`config.mk`:
```
export PLATFORM = sky130hd
export DESIGN_NAME = video_timing_gen
export DESIGN_NICKNAME = d
export VERILOG_FILES = /design/src/rtl/video_timing_pkg.sv /design/src/rtl/video_timing_gen.sv
export SDC_FILE = /design/constraint.sdc
export NUM_CORES = 1
export LEC_CHECK = 0
export CELL_PAD_IN_SITES_DETAIL_PLACEMENT = 0
export CELL_PAD_IN_SITES_GLOBAL_PLACEMENT = 2
export CORE_MARGIN = 2
export CORE_UTILIZATION = 31
export CTS_CLUSTER_DIAMETER = 120
export DETAILED_ROUTE_END_ITERATION = 7
export PLACE_DENSITY_LB_ADDON = 0.1
export SLEW_MARGIN = 20
export SYNTH_ARGS = -nofsm -noshare
export SYNTH_HDL_FRONTEND = slang
export SYNTH_SLANG_ARGS = --single-unit
export TNS_END_PERCENT = 5
```
`constraint.sdc`:
```
create_clock -name clk -period 6.4 [get_ports clk]
set_clock_uncertainty 0.2 [all_clocks]
set_input_delay 1.28 -clock clk [delete_from_list [all_inputs] [get_ports clk]]
set_output_delay 1.28 -clock clk [all_outputs]
set_load 0.02 [all_outputs]
```
`src/rtl/video_timing_pkg.sv`:
```
// Shared definitions for the frame/line timing generator: FSM state encoding
// and the default full-resolution sensor geometry.
package video_timing_pkg;

   // state  | meaning
   // IDLE   | waiting for start, V=0 H=0
   // VSETUP | frame setup, V=1 H=0
   // ACTIVE | active pixels of one line, V=1 H=1
   // HBLANK | line blanking, V=1 H=0
   // VBLANK | frame blanking, V=0 H=0
   typedef enum logic [2:0] {
      IDLE   = 3'd0,
      VSETUP = 3'd1,
      ACTIVE = 3'd2,
      HBLANK = 3'd3,
      VBLANK = 3'd4
   } vtState_e;

   localparam int DEF_H_ACTIVE = 2448;
   localparam int DEF_V_ACTIVE = 2048;
   localparam int DEF_H_BLANK  = 64;
   localparam int DEF_V_SETUP  = 16;
   localparam int DEF_V_BLANK  = 32;
   localparam int DEF_CNT_W    = 16;

endpackage

```
`src/rtl/video_timing_gen.sv`:
```
// Frame/line strobe generator. Produces outV/outH for the pixel-capture path,
// runs a counted number of frames (or continuously when frames==0), and
// reports progress via busy, line_idx, frame_cnt and frame_done.
//
// state  | meaning
// IDLE   | waiting for start
// VSETUP | V high, H low before the first line
// ACTIVE | V and H high, one line of pixels
// HBLANK | V high, H low after every line
// VBLANK | V low between frames; frame_done pulses on its first cycle
module video_timing_gen
   import video_timing_pkg::*;
#(
   parameter int H_ACTIVE = DEF_H_ACTIVE,
   parameter int V_ACTIVE = DEF_V_ACTIVE,
   parameter int H_BLANK  = DEF_H_BLANK,
   parameter int V_SETUP  = DEF_V_SETUP,
   parameter int V_BLANK  = DEF_V_BLANK,
   parameter int CNT_W    = DEF_CNT_W
) (
   input  logic             clk,
   input  logic             rst,
   input  logic             start,
   input  logic             stop,
   input  logic [7:0]       frames,
   output logic             outV,
   output logic             outH,
   output logic [CNT_W-1:0] line_idx,
   output logic [7:0]       frame_cnt,
   output logic             busy,
   output logic             frame_done
);

   localparam logic [CNT_W-1:0] H_ACTIVE_M1 = CNT_W'(H_ACTIVE - 1);
   localparam logic [CNT_W-1:0] H_BLANK_M1  = CNT_W'(H_BLANK - 1);
   localparam logic [CNT_W-1:0] V_SETUP_M1  = CNT_W'(V_SETUP - 1);
   localparam logic [CNT_W-1:0] V_BLANK_M1  = CNT_W'(V_BLANK - 1);
   localparam logic [CNT_W-1:0] LAST_LINE   = CNT_W'(V_ACTIVE - 1);

   vtState_e         state;
   logic [CNT_W-1:0] cnt;
   logic [7:0]       framesReg;
   logic             stopPend;

   // Single FSM: one shared down-counter times every state; all outputs registered.
   always_ff @(posedge clk) begin
      if (rst) begin
         state      <= IDLE;
         cnt        <= '0;
         framesReg  <= '0;
         stopPend   <= 1'b0;
         outV       <= 1'b0;
         outH       <= 1'b0;
         line_idx   <= '0;
         frame_cnt  <= '0;
         busy       <= 1'b0;
         frame_done <= 1'b0;
      end else begin
         frame_done <= 1'b0;
         // Stop is remembered while running; the IDLE entry below clears it.
         if (state != IDLE && stop) begin
            stopPend <= 1'b1;
         end
         case (state)
            IDLE: begin
               if (start) begin
                  // A stop in the same cycle as start limits the run to one frame.
                  framesReg <= frames;
                  frame_cnt <= '0;
                  stopPend  <= stop;
                  state     <= VSETUP;
                  cnt       <= V_SETUP_M1;
                  outV      <= 1'b1;
                  busy      <= 1'b1;
               end
            end
            VSETUP: begin
               if (cnt == '0) begin
                  state    <= ACTIVE;
                  cnt      <= H_ACTIVE_M1;
                  outH     <= 1'b1;
                  line_idx <= '0;
               end else begin
                  cnt <= cnt - 1'b1;
               end
            end
            ACTIVE: begin
               if (cnt == '0) begin
                  state <= HBLANK;
                  cnt   <= H_BLANK_M1;
                  outH  <= 1'b0;
               end else begin
                  cnt <= cnt - 1'b1;
               end
            end
            HBLANK: begin
               if (cnt == '0) begin
                  if (line_idx < LAST_LINE) begin
                     state    <= ACTIVE;
                     cnt      <= H_ACTIVE_M1;
                     outH     <= 1'b1;
                     line_idx <= line_idx + 1'b1;
                  end else begin
                     state      <= VBLANK;
                     cnt        <= V_BLANK_M1;
                     outV       <= 1'b0;
                     frame_done <= 1'b1;
                     frame_cnt  <= frame_cnt + 1'b1;
                  end
               end else begin
                  cnt <= cnt - 1'b1;
               end
            end
            VBLANK: begin
               if (cnt == '0) begin
                  // frame_cnt already holds this frame's increment here.
                  if (stopPend || stop || (framesReg != '0 && frame_cnt == framesReg)) begin
                     state    <= IDLE;
                     busy     <= 1'b0;
                     stopPend <= 1'b0;
                  end else begin
                     state <= VSETUP;
                     cnt   <= V_SETUP_M1;
                     outV  <= 1'b1;
                  end
               end else begin
                  cnt <= cnt - 1'b1;
               end
            end
            default: begin
               state <= IDLE;
               outV  <= 1'b0;
               outH  <= 1'b0;
               busy  <= 1'b0;
            end
         endcase
      end
   end

endmodule

```
==> impl_summary.log <==
[metrics] run status: finished, final reports clean
[metrics] quantity of gates resized following cts: 0
[metrics] worst slack at placement: 2810 ps
[metrics] critical path's slowest cell: or2_0
[metrics] DR DRC count: 0
[metrics] x dimension of the die: 101 um
[metrics] met3 wire length: 202 um
[metrics] vias in the first global route: 2494
[metrics] final setup TNS: 0 ps
[metrics] CTS tree: yes
[metrics] combined global-route utilization of all metal layers: 15.7%
[metrics] clock latency on the worst-skew pair: ~300 ps
[metrics] period utilisation layout: 50.8%
[metrics] cell area after placement: 3390 um^2
[metrics] routed length on met1: 3.90 mm
[metrics] wire length on met2: ~3.6 mm
[metrics] fraction of layout instances using a drive strength above 1: 7.27%
[metrics] TritonCTS Buffers: 5
[metrics] RSZ-0062 raised after global routing: false
[metrics] total count of max-transition violations in the final report: 0
[metrics] via total after detailed routing: 2606
[metrics] fin nets: 399
[metrics] largest driver fanout on the critical path: 7
[metrics] initial standard-cell utilization of the core: 31.9%
[metrics] Total Die Area: roughly 10000 um^2
[metrics] Post-Synthesis Net Count: 367
[metrics] max frequency: a little over 300 MHz
[metrics] Sinks on Clock Net: 56
[metrics] slew of the pin with the lowest slew margin: between 700 and 800 ps
[metrics] worst vdd rail ir drop: 0.0849 mV
[metrics] number of buffers inserted by post-CTS setup repair: 0
[metrics] DR iter-0 viols: 108
[metrics] type of element launching the critical path: input port
[metrics] area of the multi-input gates: about 1700 um^2
[metrics] antenna cells: 0
[metrics] max capacitance violation total: 0
[metrics] clk root buf: clkbuf_8
[metrics] portion of the post-synthesis area used by sequential elements: 38.2%
[metrics] number of antenna-violating nets in the routed design: 0
[metrics] post-route setup slack: 3150 ps
[metrics] hold violation count in the final report: 0
[metrics] Worst EP required: 6420 ps
[metrics] fraction of synthesis flops using an asynchronous set or reset pin: 0%
[metrics] mean area per synthesized cell: between 8 and 9 um^2
[metrics] max_slew headroom: 47.1%
[metrics] Post-Synthesis Cells: 352
[metrics] area added between synthesis and finish: 18.7%
[metrics] DRT Pass-1 Iters: 4
[metrics] CORE AREA: roughly 9000 um^2
[metrics] clock edge transition at the registers on the reported setup and hold paths: 100 ps
[metrics] P per Cell Area: around 240 nW/um^2
[metrics] count of hold-fix buffers inserted at cts: 0
[metrics] Die Y-Extent: about 100 um
[metrics] IO buf count: 39
[metrics] count of warnings emitted by yosys: 0
[metrics] area of the mapped netlist: 2940 um^2
[metrics] Fin Hold WS: 297 ps
[metrics] maximum count of clock buffers along a single path: 2
[metrics] sequential cell area in the final layout: 1120 um^2
[metrics] Netlist cell types: 60
[metrics] summed area of non-filler cells in the final layout: 3480 um^2
[metrics] uppermost routed layer: met4
[metrics] global-route wire length before repair: 12.8 mm
[metrics] final critical delay including setup and external delays: ~3300 ps
[metrics] Routed WL per cell: roughly 16 um
[metrics] cell-by-cell trace of the critical path: clkdlybuf4s50_1, nor2_1, o41ai_1, a31oi_2, or2_0, a21oi_1, a311oi_1
[metrics] grt total ovfl: 0
[metrics] Largest stage delay, worst path: between 400 and 500 ps
[metrics] maximum number of pins on one net before global-route repair: 43
[metrics] total number of placement rows: 35
[metrics] detailed-placement wirelength estimate: around 5.6 mm
[metrics] maximum level of the CTS H-tree: 2
[metrics] initial antenna violation count: 0
[metrics] number of ports placed on the die boundary: 40
[metrics] setup violators final: 0
[metrics] critical path arrival: 3270 ps
[metrics] Fillers: 979
[metrics] Tightest Hold Check Type: reg -> reg
[metrics] Avg Vias per Cell: 5.25
[metrics] Final GP Congestion: 0.733
[metrics] number of enable flip-flop cells after synthesis: 0
[metrics] Critical Setup Path Class: in -> reg
[metrics] dominant register cell in the synthesized netlist: dfxtp_1
[metrics] leakage power figure: 1.24 nW
[metrics] Critical Path Sink Type: register
[metrics] Synth Register Bits: 56
[metrics] drt total wl: 7.79 mm
[placed cells by master (no fill, tap or decap), types with 4 or more instances in the layout]
cell type	Yosys	routed
dfxtp_1	56	56
nor2_1	40	40
clkdlybuf4s50_1	0	39
nand2_1	37	37
a21oi_1	36	36
xor2_1	15	15
nor3_1	14	14
nand4_1	10	10
nand3_1	10	10
and2_1	9	9
o21ai_0	9	9
and3_1	7	7
nand2b_1	7	7
clkbuf_8	0	6
xnor2_1	5	5
a311oi_1	5	5
o211a_1	5	5
or3_1	4	4
nor2b_1	4	4
nor4_1	4	4
[area by class of cell]
cell class	count	share of cell area (%)
tap	111	3.99
inverter	3	0.323
sequential	56	32.2
clock buffer	8	2.59
timing repair buffer	42	11.8
multi-input combinational	276	49.1
[per-stage QoR]
step | util, % | total power, mW | std cells
final | 37.9 | 0.840 | 496
after global routing | 37.9 | 0.896 | 496
after CTS | 37.9 | 0.852 | 496
after detailed placement | 36.9 | 0.644 | 488
after global placement | 36.9 | 0.645 | 488
after floorplan | - | 0.586 | 352
[power by group]
part / total, mW / switching (mW) / leakage (nW) / internal (mW)
logic: 0.237 / 0.143 / 0.737 / 0.0946
registers: 0.398 / 0.0273 / 0.455 / 0.371
clock network: 0.205 / 0.116 / 0.0455 / 0.0888
total: 0.840 / 0.286 / 1.24 / 0.554
[final timing paths]
path	cells after the start	slack, ps	start	to
setup / recovery	7	3150	stop	cnt[2]
hold / removal	1	300	line_idx[13]	line_idx[13]
hold reg to reg	1	300	line_idx[13]	line_idx[13]
setup reg to reg	8	3240	cnt[0]	frame_cnt[6]
[synthesized netlist by cell type (2+ instances only)]
cell | count | area (um^2)
o211a_1 | 5 | 50.1
a311oi_2 | 3 | 45.0
a41oi_1 | 2 | 17.5
buf_6 | 3 | 33.8
inv_1 | 3 | 11.3
o31ai_1 | 2 | 15.0
nor2b_1 | 4 | 25.0
nand2b_1 | 7 | 43.8
nand3_1 | 10 | 50.1
a31oi_2 | 2 | 25.0
nand2_1 | 37 | 139
nand4_1 | 10 | 62.6
o211ai_1 | 3 | 22.5
and3_1 | 7 | 43.8
a21o_1 | 3 | 22.5
o41ai_1 | 2 | 17.5
nor2_1 | 40 | 150
a211oi_1 | 2 | 15.0
or3_1 | 4 | 25.0
nor4_1 | 4 | 25.0
clkbuf_1 | 8 | 30.0
xor2_1 | 15 | 131
o21ai_0 | 9 | 45.0
xnor2_1 | 5 | 43.8
or4_4 | 2 | 22.5
a311oi_1 | 5 | 43.8
a21oi_1 | 36 | 180
nor3_1 | 14 | 70.1
or4_1 | 3 | 22.5
and2_1 | 9 | 56.3
ha_1 | 3 | 37.5
dfxtp_1 | 56 | 1120
o21a_1 | 2 | 15.0
buf_2 | 6 | 30.0
[cell families after synthesis]
family                   share of synthesized area [%]
AND/OR/NAND/NOR                                   28.8
AO/OA/AOI/OAI                                     21.8
flip-flops                                        38.2
XOR/XNOR                                          5.97
buffers and inverters                             3.58
adder cells (fa/ha/maj)                           1.28
multiplexers                                     0.383
[per-layer routing]
| metal | vias up | GRT usage, % |
|---|---|---|
| li1 | 1342 | - |
| met1 | 1224 | 22.0 |
| met2 | 36 | 25.7 |
| met3 | 4 | 2.35 |
| met4 | 0 | 3.12 |
| met5 | - | 0 |
[registers in the layout, indices dropped and copies added, names as in the netlist]
name        count
cnt            16
line_idx       16
frame_cnt       8
framesReg       8
state           3
busy            1
frame_done      1
outH            1
outV            1
stopPend        1
[critical path: cells and delay by family]
kind	cells	cell delay, ps
compound gates	4	830
buf+inv	1	420
simple gates	2	750
Note: power is estimated with default switching activity, not from simulation.
==> patch (same flow settings) <==
The package constant `DEF_CNT_W` goes from 16 to 32.
--- a/src/rtl/video_timing_pkg.sv
+++ b/src/rtl/video_timing_pkg.sv
@@ -22,5 +22,5 @@
    localparam int DEF_V_SETUP  = 16;
    localparam int DEF_V_BLANK  = 32;
-   localparam int DEF_CNT_W    = 16;
+   localparam int DEF_CNT_W    = 32;
 
 endpackage
Interface: changed (resized line_idx); port bits go from 40 to 56. The function was not compared with the original's and may differ.
==> patch against the unedited design <==
  * Critical path depth did not move
  * First-iteration DRC count grew 83%
  * Worst hold slack worse by 0.0098 ns
  * Final area rose by 54%
  * Area after synthesis is 49% higher
  * Worst setup slack worse by 0.32 ns
  * Synthesized cell count is 49% higher
  * Sequential share of layout area increased by 0.71 points
  * Routed wire length rose by 53%
  * Final cell count is 52% higher
  * Total power increased by 94%
  * Sequential cell count is 32 higher
  * Critical path type unchanged
  * Largest cell class unchanged
==> patch: results (changes against the unedited design) <==
Outcome
  – Status: finished clean

Yosys
  – Synthesis warning total: 0 (unchanged)
  – Post-synthesis compound-gate area fraction: 21.8% (about the same)
  – Asr flop ratio synth: 0% (unchanged)
  – Post-Synth XOR/XNOR Area: 4.00% (-2.0 points)
  – Syn_nets: 540 (+47%)
  – Primary FF master, synth: dfxtp_1
  – Adder-cell share of the synthesized area: 0.858% (-0.42 points)
  – Synth top cells by count: dfxtp_1 (88), a21oi_1 (53), nor2_1 (48)
  – Top post-synthesis cells by area: dfxtp_1 (40%), a21oi_1 (6.1%), nor2_1 (4.1%)
  – Mux contribution to synthesized area: 0.229% (-0.15 points)
  – Post-synth cell types: 67 (+12%)
  – Register area share after synthesis: 40.3% (+2.1 points)

Finish
  – Layout cells sized above 1: 6.61% (-0.66 points)
  – # diodes: 0 (unchanged)
  – Final net count: 586 (+47%)
  – Largest regs: cnt (32), line_idx (32)

CTS
  – Max Root-Sink Buffers: 2 (unchanged)
  – Clock slew at reported path FFs: 0.06 ns (-0.04 ns)
  – Post-CTS Setup Inserts: 0 (unchanged)
  – Root Driver: clkbuf_16
  – Post-cts resize count: 0 (unchanged)
  – CTS H-tree depth: 3 (+1)
  – Num CTS Buffers: 9 (+4)
  – Worst-Skew Late Latency: 0.34 ns (+0.04 ns)

Global routing
  – Largest net degree at the start of global routing: 36 (-16%)
  – Number of antenna violations at the first check in global routing: 0 (unchanged)
  – First-pass GRT wire length: 19500 um (+51%)
  – All-Layer GR Usage: 16.6% (+0.90 points)
  – Vias in the first global route: 3708 (+49%)

Critical path
  – Reg2reg path depth: 8 (unchanged)
  – Crit-path max FO: 25 (+18)
  – WP data arrival: 3.64 ns (+0.37 ns)

STA
  – Slew headroom: 38.9% (-8.2 points)

Pwr
  – Maximum vdd drop: 122 uV (+43%)
  – Pleak: 1.85 nW (+49%)

Min path
  – Tightest Hold Check Type: register to register
  – Worst hold path depth: 2 (+1)

Detailed routing
  – Via count: 4032 (+55%)
  – Drt pass-1 iters: 4 (unchanged)
  – Wirelength per Cell: 15.7 um (+0.20%)
  – Iteration-0 DRC Markers: 198 (+83%)

Place
  – Placed wire-length estimate: 8530 um (+53%)
  – Global placement routability congestion: 0.767 (+4.5%)
  – PortBufs: 55 (+41%)
patch: cell types whose count changed in the layout (fill, tap and decap cells not counted), moves of 12 or more:
| cell | unedited run | this run |
|---|---|---|
| inv_1 | 3 | 15 |
| or3_1 | 4 | 26 |
| a21oi_1 | 36 | 53 |
| o21ai_0 | 9 | 29 |
| dfxtp_1 | 56 | 88 |
| clkdlybuf4s50_1 | 39 | 55 |
patch: per-stage QoR:
stage	std cells	cell area [um2]	setup slack [ns]	hold slack, ns
floorplan	525	4370	3.48	0.255
global placement	740	5050	2.51	0.273
detailed placement	740	5050	2.46	0.283
CTS	755	5360	2.82	0.292
global route	755	5360	2.53	0.315
finish	755	5360	2.83	0.287
patch: cell type report:
cell class	instances	area [um2]
fillers	1409	8470
multi-input cells	400	2450
well taps	180	225
flip-flops and latches	88	1760
inverters	15	56.3
clock buffers	11	233
clock inverters	4	70.1
repair buffers	57	566
patch: kinds of logic after synthesis:
family | after synthesis
flip-flops | 88
multiplexers | 1
XOR/XNOR | 20
buffers and inverters | 37
AND/OR/NAND/NOR | 227
adder cells (fa/ha/maj) | 3
AO/OA/AOI/OAI | 149
patch: final timing paths:
kind	startpoint	to	slack [ns]
hold reg to reg	framesReg[3]$_SDFFE_PP0P_	framesReg[3]$_SDFFE_PP0P_	0.29
hold / removal	framesReg[3]$_SDFFE_PP0P_	framesReg[3]$_SDFFE_PP0P_	0.29
setup reg to reg	cnt[0]$_SDFFE_PP0P_	cnt[27]$_SDFFE_PP0P_	3.19
setup / recovery	stop	cnt[27]$_SDFFE_PP0P_	2.83
patch: worst max-delay path: stages:
cell and delay (ns):
clkdlybuf4s50_1 0.51, nor2_1 0.07, and3_1 0.17, o31a_1 0.17, nor3_4 0.75, o21bai_2 0.44, a21oi_1 0.23
patch: per-layer routing:
layer  vias up  part of all wire [%]  GRT usage, %
met3        12                   2.8          2.51
met2        70                    45          25.2
met4         0                   1.7          7.40
li1       2048                     -             -
met5         -                     0             0
met1      1902                    51          23.2
patch: power by group:
part	internal, mW	total (mW)	switching [mW]
combinational	0.167	0.446	0.280
sequential	0.586	0.631	0.0448
clock	0.339	0.556	0.217
